==> src/rtl/gtx_cfg_frame_rx_pkg.sv <==
// Shared constants, encodings and payload types for the GTX downlink
// configuration frame receiver and its helpers.
package gtx_cfg_frame_rx_pkg;

    localparam int unsigned DATA_W = 16;
    localparam int unsigned CTRL_W = 2;
    localparam int unsigned IDX_W  = 5;
    localparam int unsigned SUM_W  = 32;
    localparam int unsigned ERR_W  = 3;
    localparam int unsigned CNT_W  = 16;

    localparam logic [DATA_W-1:0] HDR0     = 16'h2410;
    localparam logic [DATA_W-1:0] HDR1     = 16'h1984;
    localparam logic [DATA_W-1:0] TRL0     = 16'hDBEF;
    localparam logic [DATA_W-1:0] TRL1     = 16'hE67B;
    localparam logic [DATA_W-1:0] CFG_TYPE = 16'h0001;
    localparam logic [DATA_W-1:0] CFG_LEN  = 16'h0018;

    // Word positions within the 32-word frame
    localparam logic [IDX_W-1:0] IDX_SEQ      = 5'd2;
    localparam logic [IDX_W-1:0] IDX_TYPE     = 5'd3;
    localparam logic [IDX_W-1:0] IDX_LEN      = 5'd4;
    localparam logic [IDX_W-1:0] IDX_SEC_HI   = 5'd6;
    localparam logic [IDX_W-1:0] IDX_SEC_LO   = 5'd7;
    localparam logic [IDX_W-1:0] IDX_USEC_HI  = 5'd8;
    localparam logic [IDX_W-1:0] IDX_USEC_LO  = 5'd9;
    localparam logic [IDX_W-1:0] IDX_STAR     = 5'd10;
    localparam logic [IDX_W-1:0] IDX_FREQ     = 5'd11;
    localparam logic [IDX_W-1:0] IDX_SPOT     = 5'd14;
    localparam logic [IDX_W-1:0] IDX_SUM_LAST = 5'd28;
    localparam logic [IDX_W-1:0] IDX_CSUM     = 5'd29;
    localparam logic [IDX_W-1:0] IDX_TRL1     = 5'd31;

    typedef enum logic [ERR_W-1:0] {
        ERR_NONE    = 3'd0,
        ERR_CSUM    = 3'd1,
        ERR_TRL     = 3'd2,
        ERR_TYPELEN = 3'd3,
        ERR_ABORT   = 3'd4
    } err_code_e;

    typedef enum logic [2:0] {
        ST_IDLE   = 3'd0,
        ST_HDR    = 3'd1,
        ST_BODY   = 3'd2,
        ST_TRAIL  = 3'd3,
        ST_REPORT = 3'd4
    } state_e;

    typedef struct packed {
        logic [15:0] seq;
        logic [31:0] second;
        logic [31:0] usecond;
        logic [15:0] star;
        logic [15:0] freq;
        logic [15:0] spot;
    } cfg_fields_t;

endpackage

==> src/rtl/gtx_cfg_frame_rx_if.sv <==
// RX word stream from the GTX link plus the decoded configuration / error
// reporting towards the command/control FSM.
interface gtx_cfg_frame_rx_if
    import gtx_cfg_frame_rx_pkg::*;
();
    logic [DATA_W-1:0] rx_data;
    logic [CTRL_W-1:0] rx_ctrl;
    logic              cfg_valid;
    logic [15:0]       cfg_seq_num;
    logic [31:0]       cfg_second;
    logic [31:0]       cfg_usecond;
    logic [15:0]       cfg_star_time;
    logic [15:0]       cfg_frequency;
    logic [15:0]       cfg_spot_time;
    logic              err_valid;
    logic [ERR_W-1:0]  err_code;
    logic [CNT_W-1:0]  good_cnt;
    logic [CNT_W-1:0]  err_cnt;

    modport master (
        output rx_data, rx_ctrl,
        input  cfg_valid, cfg_seq_num, cfg_second, cfg_usecond, cfg_star_time,
               cfg_frequency, cfg_spot_time, err_valid, err_code, good_cnt, err_cnt
    );

    modport slave (
        input  rx_data, rx_ctrl,
        output cfg_valid, cfg_seq_num, cfg_second, cfg_usecond, cfg_star_time,
               cfg_frequency, cfg_spot_time, err_valid, err_code, good_cnt, err_cnt
    );
endinterface

==> src/rtl/gtx_cfg_frame_rx_csum.sv <==
// 32-bit wrapping word accumulator with clear/enable and a compare of its
// low 16 bits against a supplied checksum word.
module cfg_frame_csum
    import gtx_cfg_frame_rx_pkg::*;
(
    input  logic              clk,
    input  logic              rst,
    input  logic              i_clr,
    input  logic              i_en,
    input  logic [DATA_W-1:0] i_data,
    input  logic [DATA_W-1:0] i_cmp,
    output logic              o_match_c
);
    logic [SUM_W-1:0] r_acc;

    // Clear wins over enable so a new frame always starts from zero
    always_ff @(posedge clk) begin
        if (rst) begin
            r_acc <= '0;
        end else if (i_clr) begin
            r_acc <= '0;
        end else if (i_en) begin
            r_acc <= r_acc + SUM_W'(i_data);
        end
    end

    assign o_match_c = (r_acc[DATA_W-1:0] == i_cmp);

endmodule

==> src/rtl/gtx_cfg_frame_rx.sv <==
// Downlink configuration frame receiver: header hunt, 32-word capture,
// type/length/checksum/trailer validation and decoded-field presentation.
module gtx_cfg_frame_rx
    import gtx_cfg_frame_rx_pkg::*;
(
    input  logic               clk,
    input  logic               rst,
    gtx_cfg_frame_rx_if.slave  bus
);
    state_e            r_state;
    logic [IDX_W-1:0]  r_idx;
    cfg_fields_t       r_shadow;
    cfg_fields_t       r_cfg;
    logic              r_csum_fail;
    logic              r_trl_fail;
    logic              r_cfg_valid;
    logic              r_err_valid;
    err_code_e         r_err_code;
    logic [CNT_W-1:0]  r_good_cnt;
    logic [CNT_W-1:0]  r_err_cnt;

    logic              w_is_data;
    logic [DATA_W-1:0] w_word;
    logic              w_hdr0;
    logic              w_hdr1;
    logic              w_sum_clr;
    logic              w_sum_en;
    logic              w_csum_ok;
    logic              w_err_fire;
    err_code_e         w_err_code;
    logic              w_good_fire;

    assign w_is_data = (bus.rx_ctrl == 2'b00);
    assign w_word    = bus.rx_data;
    assign w_hdr0    = w_is_data && (w_word == HDR0);
    assign w_hdr1    = w_is_data && (w_word == HDR1);
    assign w_sum_clr = (r_state == ST_HDR) && w_hdr1;
    assign w_sum_en  = (r_state == ST_BODY) && w_is_data && (r_idx <= IDX_SUM_LAST);

    cfg_frame_csum u_csum (
        .clk       (clk),
        .rst       (rst),
        .i_clr     (w_sum_clr),
        .i_en      (w_sum_en),
        .i_data    (w_word),
        .i_cmp     (w_word),
        .o_match_c (w_csum_ok)
    );

    // Frame verdict for the word on the bus this cycle; registered below
    always_comb begin
        w_err_fire  = 1'b0;
        w_err_code  = ERR_NONE;
        w_good_fire = 1'b0;
        case (r_state)
            ST_BODY: begin
                if (!w_is_data) begin
                    w_err_fire = 1'b1;
                    w_err_code = ERR_ABORT;
                end else if ((r_idx == IDX_TYPE && w_word != CFG_TYPE) ||
                             (r_idx == IDX_LEN  && w_word != CFG_LEN)) begin
                    w_err_fire = 1'b1;
                    w_err_code = ERR_TYPELEN;
                end
            end
            ST_TRAIL: begin
                if (!w_is_data) begin
                    w_err_fire = 1'b1;
                    w_err_code = ERR_ABORT;
                end else if (r_idx == IDX_TRL1) begin
                    if (r_csum_fail) begin
                        w_err_fire = 1'b1;
                        w_err_code = ERR_CSUM;
                    end else if (r_trl_fail || (w_word != TRL1)) begin
                        w_err_fire = 1'b1;
                        w_err_code = ERR_TRL;
                    end else begin
                        w_good_fire = 1'b1;
                    end
                end
            end
            default: ;
        endcase
    end

    always_ff @(posedge clk) begin
        if (rst) begin
            r_state     <= ST_IDLE;
            r_idx       <= '0;
            r_shadow    <= '0;
            r_cfg       <= '0;
            r_csum_fail <= 1'b0;
            r_trl_fail  <= 1'b0;
            r_cfg_valid <= 1'b0;
            r_err_valid <= 1'b0;
            r_err_code  <= ERR_NONE;
            r_good_cnt  <= '0;
            r_err_cnt   <= '0;
        end else begin
            r_cfg_valid <= w_good_fire;
            r_err_valid <= w_err_fire;

            if (w_err_fire) begin
                r_err_code <= w_err_code;
                if (r_err_cnt != '1) begin
                    r_err_cnt <= r_err_cnt + CNT_W'(1);
                end
            end

            if (w_good_fire) begin
                r_cfg      <= r_shadow;
                r_good_cnt <= r_good_cnt + CNT_W'(1);
            end

            case (r_state)
                // REPORT doubles as IDLE so a back-to-back header is not lost
                ST_IDLE, ST_REPORT: begin
                    r_state <= w_hdr0 ? ST_HDR : ST_IDLE;
                end
                ST_HDR: begin
                    if (w_hdr1) begin
                        r_state     <= ST_BODY;
                        r_idx       <= IDX_SEQ;
                        r_csum_fail <= 1'b0;
                        r_trl_fail  <= 1'b0;
                    end else if (w_hdr0) begin
                        r_state <= ST_HDR;
                    end else begin
                        r_state <= ST_IDLE;
                    end
                end
                ST_BODY: begin
                    if (w_err_fire) begin
                        r_state <= ST_IDLE;
                    end else begin
                        case (r_idx)
                            IDX_SEQ:     r_shadow.seq             <= w_word;
                            IDX_SEC_HI:  r_shadow.second[31:16]   <= w_word;
                            IDX_SEC_LO:  r_shadow.second[15:0]    <= w_word;
                            IDX_USEC_HI: r_shadow.usecond[31:16]  <= w_word;
                            IDX_USEC_LO: r_shadow.usecond[15:0]   <= w_word;
                            IDX_STAR:    r_shadow.star            <= w_word;
                            IDX_FREQ:    r_shadow.freq            <= w_word;
                            IDX_SPOT:    r_shadow.spot            <= w_word;
                            default: ;
                        endcase
                        if (r_idx == IDX_CSUM) begin
                            r_csum_fail <= !w_csum_ok;
                            r_state     <= ST_TRAIL;
                        end
                        r_idx <= r_idx + IDX_W'(1);
                    end
                end
                ST_TRAIL: begin
                    if (!w_is_data) begin
                        r_state <= ST_IDLE;
                    end else if (r_idx == IDX_TRL1) begin
                        r_state <= ST_REPORT;
                    end else begin
                        if (w_word != TRL0) begin
                            r_trl_fail <= 1'b1;
                        end
                        r_idx <= r_idx + IDX_W'(1);
                    end
                end
                default: r_state <= ST_IDLE;
            endcase
        end
    end

    assign bus.cfg_valid     = r_cfg_valid;
    assign bus.cfg_seq_num   = r_cfg.seq;
    assign bus.cfg_second    = r_cfg.second;
    assign bus.cfg_usecond   = r_cfg.usecond;
    assign bus.cfg_star_time = r_cfg.star;
    assign bus.cfg_frequency = r_cfg.freq;
    assign bus.cfg_spot_time = r_cfg.spot;
    assign bus.err_valid     = r_err_valid;
    assign bus.err_code      = r_err_code;
    assign bus.good_cnt      = r_good_cnt;
    assign bus.err_cnt       = r_err_cnt;

endmodule

==> src/flat_wrapper.sv <==
// flat-port wrapper written by rule: the top's interface ports become plain ports
module gtx_cfg_frame_rx_flat import gtx_cfg_frame_rx_pkg::*;
  (clk, rst, bus_rx_data, bus_rx_ctrl, bus_cfg_valid, bus_cfg_seq_num, bus_cfg_second, bus_cfg_usecond, bus_cfg_star_time, bus_cfg_frequency, bus_cfg_spot_time, bus_err_valid, bus_err_code, bus_good_cnt, bus_err_cnt);
  gtx_cfg_frame_rx_if bus_i ();
  input  logic clk;
  input  logic rst;
  input wire logic [$bits(bus_i.rx_data)-1:0] bus_rx_data;
  input wire logic [$bits(bus_i.rx_ctrl)-1:0] bus_rx_ctrl;
  output wire logic [$bits(bus_i.cfg_valid)-1:0] bus_cfg_valid;
  output wire logic [$bits(bus_i.cfg_seq_num)-1:0] bus_cfg_seq_num;
  output wire logic [$bits(bus_i.cfg_second)-1:0] bus_cfg_second;
  output wire logic [$bits(bus_i.cfg_usecond)-1:0] bus_cfg_usecond;
  output wire logic [$bits(bus_i.cfg_star_time)-1:0] bus_cfg_star_time;
  output wire logic [$bits(bus_i.cfg_frequency)-1:0] bus_cfg_frequency;
  output wire logic [$bits(bus_i.cfg_spot_time)-1:0] bus_cfg_spot_time;
  output wire logic [$bits(bus_i.err_valid)-1:0] bus_err_valid;
  output wire logic [$bits(bus_i.err_code)-1:0] bus_err_code;
  output wire logic [$bits(bus_i.good_cnt)-1:0] bus_good_cnt;
  output wire logic [$bits(bus_i.err_cnt)-1:0] bus_err_cnt;
  assign bus_i.rx_data = bus_rx_data;
  assign bus_i.rx_ctrl = bus_rx_ctrl;
  assign bus_cfg_valid = bus_i.cfg_valid;
  assign bus_cfg_seq_num = bus_i.cfg_seq_num;
  assign bus_cfg_second = bus_i.cfg_second;
  assign bus_cfg_usecond = bus_i.cfg_usecond;
  assign bus_cfg_star_time = bus_i.cfg_star_time;
  assign bus_cfg_frequency = bus_i.cfg_frequency;
  assign bus_cfg_spot_time = bus_i.cfg_spot_time;
  assign bus_err_valid = bus_i.err_valid;
  assign bus_err_code = bus_i.err_code;
  assign bus_good_cnt = bus_i.good_cnt;
  assign bus_err_cnt = bus_i.err_cnt;
  gtx_cfg_frame_rx u_core (.clk(clk), .rst(rst), .bus(bus_i));
endmodule
==> config.mk <==
export PLATFORM = sky130hd
export DESIGN_NAME = gtx_cfg_frame_rx_flat
export DESIGN_NICKNAME = d
export VERILOG_FILES = /design/src/rtl/gtx_cfg_frame_rx_pkg.sv /design/src/rtl/gtx_cfg_frame_rx_if.sv /design/src/rtl/gtx_cfg_frame_rx_csum.sv /design/src/rtl/gtx_cfg_frame_rx.sv /design/src/flat_wrapper.sv
export SDC_FILE = /design/constraint.sdc
export NUM_CORES = 1
export LEC_CHECK = 0
export BUFFER_PORTS_ARGS = -buffer_cell sky130_fd_sc_hd__buf_2
export CAP_MARGIN = 25
export CORE_MARGIN = 2
export CORE_UTILIZATION = 52
export DETAILED_ROUTE_END_ITERATION = 8
export PLACE_DENSITY = 0.77
export SKIP_LAST_GASP = 1
export SLEW_MARGIN = 20
export SYNTH_ARGS = -nofsm -noshare
export SYNTH_HDL_FRONTEND = slang
export SYNTH_SLANG_ARGS = --single-unit
==> constraint.sdc <==
create_clock -name clk -period 3.6 [get_ports clk]
set_input_delay 0.36 -clock clk [delete_from_list [all_inputs] [get_ports clk]]
set_output_delay 0.36 -clock clk [all_outputs]
set_load 0.1 [all_outputs]
==> impl_metrics.ini <==
[worst_setup_path]
crit_start = u_core.r_idx[0]
crit_required_ps = 4000
cp_common_cell = ha_1
rrSetupSlack_ps = 560
worstSetupEndpointType = register
reg2reg_depth = 10
crit_fanout = 50
r2r_start = u_core.r_idx[0]
cp-start-kind = register
path_delay_family = simple AND/OR/NAND/NOR gates
crit_buf_inv = 2
crit_type = reg2reg
path_cells = ha_1, and3_1, ha_1, nand4b_1, nor2_1, nand4_1, buf_4, buf_12, nand2_1, a21oi_1
reg2reg_to = u_core.bus.cfg_star_time[15]
cp_slowest_cell = buf_4
arrival_ps = 3430
cp_slowest_stage_delay_ps = 440

[finish]
syn2layout_area_growth_pct = 15.6
drive_above_1_share_pct = 15.7
antenna_cells = 0
nNetsFinal = 1742

[drt]
drt_iter0_markers = 1054
vias = 11600
drt_pre_antenna_iters = 5
route.detailed.drc = 0
wl_per_cell_um = 17.2
antenna_left = 0
viasPerCell = 5.68
routed_wl_mm = 35.1

[power_and_ir_drop]
power_frac_clock_pct = 45.0
power.switching_uw = 1490
pwr-share-seq_pct = 52.2
swShare_pct = 22.1
combPwrFrac_pct = 2.8
irDropWorstVdd_mv = 0.327
power.density_nw_per_um2 = 454
power_leakage_uw = 0.00592
p_int_uw = 5260

[synthesis]
synth_cell_types = 58
syn_area_um2 = 12900
yosysWarnings = 0
synth-edff-count = 0
ys_ff_latch = 319
ys_async_sr_fraction_pct = 0
synth-main-ff-cell = dfxtp_1
synth_seq_area_share_pct = 49.6
syn_area_per_cell_um2 = 8.16
synthCells = 1579
syn_nets = 1622

[clock_tree]
cts_setup_buffers = 0
clock_sinks = 319
clkTransAtPathRegs_ps = 60
clockBufferDepth = 3
htree_levels = 1
postCtsResizedCells = 0
clock_latency_ps = 560
cts_tree = done
cts_buffers = 31
holdBufCountCts = 0
cts_root_buffer = clkbuf_16

[grt]
first_global_vias = 10800
grt_pass1_wl_mm = 55.6
grt_max_degree = 147
antenna_found_initial = 0
grt_overflow = 0
grt_usage_pct = 26.2

[placement]
dp_hpwl_mm = 22.0
port_buffers = 184
place.gp.congestion = 0.922
pre_cts_slack_ps = 630

[floorplanning]
core_area_um2 = 24300
dieArea_um2 = 26000
rows = 57
start_util_pct = 53.0
die_w_um = 161
dieHeight_um = 161
pin_count = 185

[min_path]
holdPathStages = 3
hp-class = in2reg
min_from = bus_rx_data[15]
holdPathEnd = u_core.r_shadow[15]

[run]
maxCapViolations = 0

[sta]
hold_violations = 0
min_period_ps = 3040
tightestPinTransition_ps = 932
clock.fmax_ghz = 0.329
timing.final.crit_share_pct = 84.3
setup_violations = 0
slew_headroom_pct = 37.9
setup_slack_ps = 564
skew_ps = 21.5
rsz0062_at_grt = no
tns_ps = 0
drv_slew = 0

[outcome]
status = finished, final reports clean
-- layout by cell type, fill, tap and decap left out, types with 6 or more instances in the layout --
cell type / Yosys / routed
nand2_1: 392 / 392
dfxtp_1: 319 / 319
a21oi_1: 245 / 245
buf_2: 21 / 183
nor2_1: 106 / 106
nand3_1: 91 / 91
mux2i_1: 55 / 55
clkbuf_16: 0 / 31
ha_1: 22 / 22
buf_4: 7 / 22
nand4_1: 18 / 18
nor3_1: 18 / 17
o21ai_0: 17 / 17
inv_1: 16 / 16
xnor2_1: 14 / 14
nor4_1: 13 / 13
or4_1: 12 / 12
o31ai_1: 11 / 11
or3_1: 8 / 8
clkbuf_1: 94 / 8
and3_1: 7 / 6
nor3b_1: 6 / 6
a21o_1: 6 / 6
clkinv_2: 0 / 6
clkbuf_8: 0 / 6
-- synthesized netlist by cell type, types with 4 or more instances --
cell	count	area, um2
o21ai_0	17	85.1
nand2_1	392	1470
mux2i_1	55	551
nor4_1	13	81.3
or3_1	8	50.1
xor2_1	5	43.8
nand4_1	18	113
inv_1	16	60.1
a21o_1	6	45.0
a31oi_1	4	25.0
clkbuf_1	94	353
dfxtp_1	319	6390
nor3_1	18	90.1
ha_1	22	275
or4_1	12	90.1
xnor2_1	14	123
a2111o_1	4	45.0
o31ai_1	11	82.6
buf_4	7	52.6
a211oi_1	5	37.5
nor3b_1	6	45.0
a21oi_1	245	1230
and3_1	7	43.8
nand3_1	91	455
nor2b_1	4	25.0
nand4b_1	5	43.8
o21a_1	4	30.0
and4_1	5	43.8
buf_2	21	105
nor2_1	106	398
-- final cells by class --
type	count	area [um2]
Fill cell	2160	9430
Multi-Input combinational cell	1122	5930
Tap cell	324	405
Timing Repair Buffer	209	1160
Clock inverter	10	61.3
Sequential cell	319	6390
Inverter	16	60.1
Clock buffer	45	888
-- flip-flops by register name, indices dropped and copies added (netlist names), 3 cells and up --
register	count
u_core.bus.cfg_seq_num	16
u_core.bus.cfg_usecond	32
u_core.bus.cfg_frequency	16
u_core.bus.err_code	3
u_core.bus.err_cnt	16
u_core.bus.cfg_star_time	16
u_core.bus.cfg_spot_time	16
u_core.bus.cfg_second	32
u_core.r_state	3
u_core.r_idx	5
u_core.bus.good_cnt	16
u_core.u_csum.r_acc	16
u_core.r_shadow	128
-- power groups by stage --
stage | clock network (uW) | logic (uW) | registers, uW
2_1_floorplan | 0 | 109 | 3610
3_3_place_gp | 0 | 182 | 3610
3_5_place_dp | 0 | 182 | 3610
4_1_cts | 3080 | 182 | 3530
5_1_grt | 3230 | 195 | 3530
6_report | 3040 | 186 | 3530
-- logic make-up (layout without fill, tap and decap cells) --
family | after synthesis | count (layout) | synth area share (%)
AO/OA/AOI/OAI | 318 | 318 | 13.8
multiplexers | 55 | 55 | 4.27
adder cells (fa/ha/maj) | 23 | 23 | 2.29
flip-flops | 319 | 319 | 49.6
XOR/XNOR | 19 | 19 | 1.29
buffers and inverters | 138 | 280 | 4.43
AND/OR/NAND/NOR | 707 | 707 | 24.3
-- worst max-delay path by stage --
stage / endpoint / slack (ps) / depth (start not counted)
floorplan: u_core.bus.err_cnt[1] / 780 / 7
global placement: u_core.bus.err_cnt[1] / 650 / 7
CTS: u_core.bus.cfg_frequency[14] / 630 / 9
detailed placement: u_core.bus.err_cnt[1] / 630 / 7
global route: u_core.bus.cfg_spot_time[12] / 390 / 10
finish: u_core.bus.cfg_star_time[15] / 560 / 10
-- stage by stage --
step	instance area (um2)	std cells	hold WS, ps	utilization (%)	power [uW]
2_1_floorplan	12900	1579	436	-	3720
3_3_place_gp	13900	1989	436	57.2	3790
3_5_place_dp	13900	1989	441	57.2	3790
4_1_cts	14900	2044	211	61.2	6790
5_1_grt	14900	2045	239	61.2	6950
6_report	14900	2045	232	61.2	6760
-- worst min-delay path, delay by kind of cell --
kind,cells,cell delay (ps)
compound gates,1,50
buf+inv,1,220
simple gates,1,100
-- metal layers --
metal  up-vias  track usage [%]  part of all wire (%)
met5         -                0                     0
met1      5498             36.1                    43
met2       421             42.0                    46
li1       5616                -                     -
met4         0             9.09                   3.0
met3        77             4.19                   7.3
No activity file was read; power rests on OpenSTA's default activity.
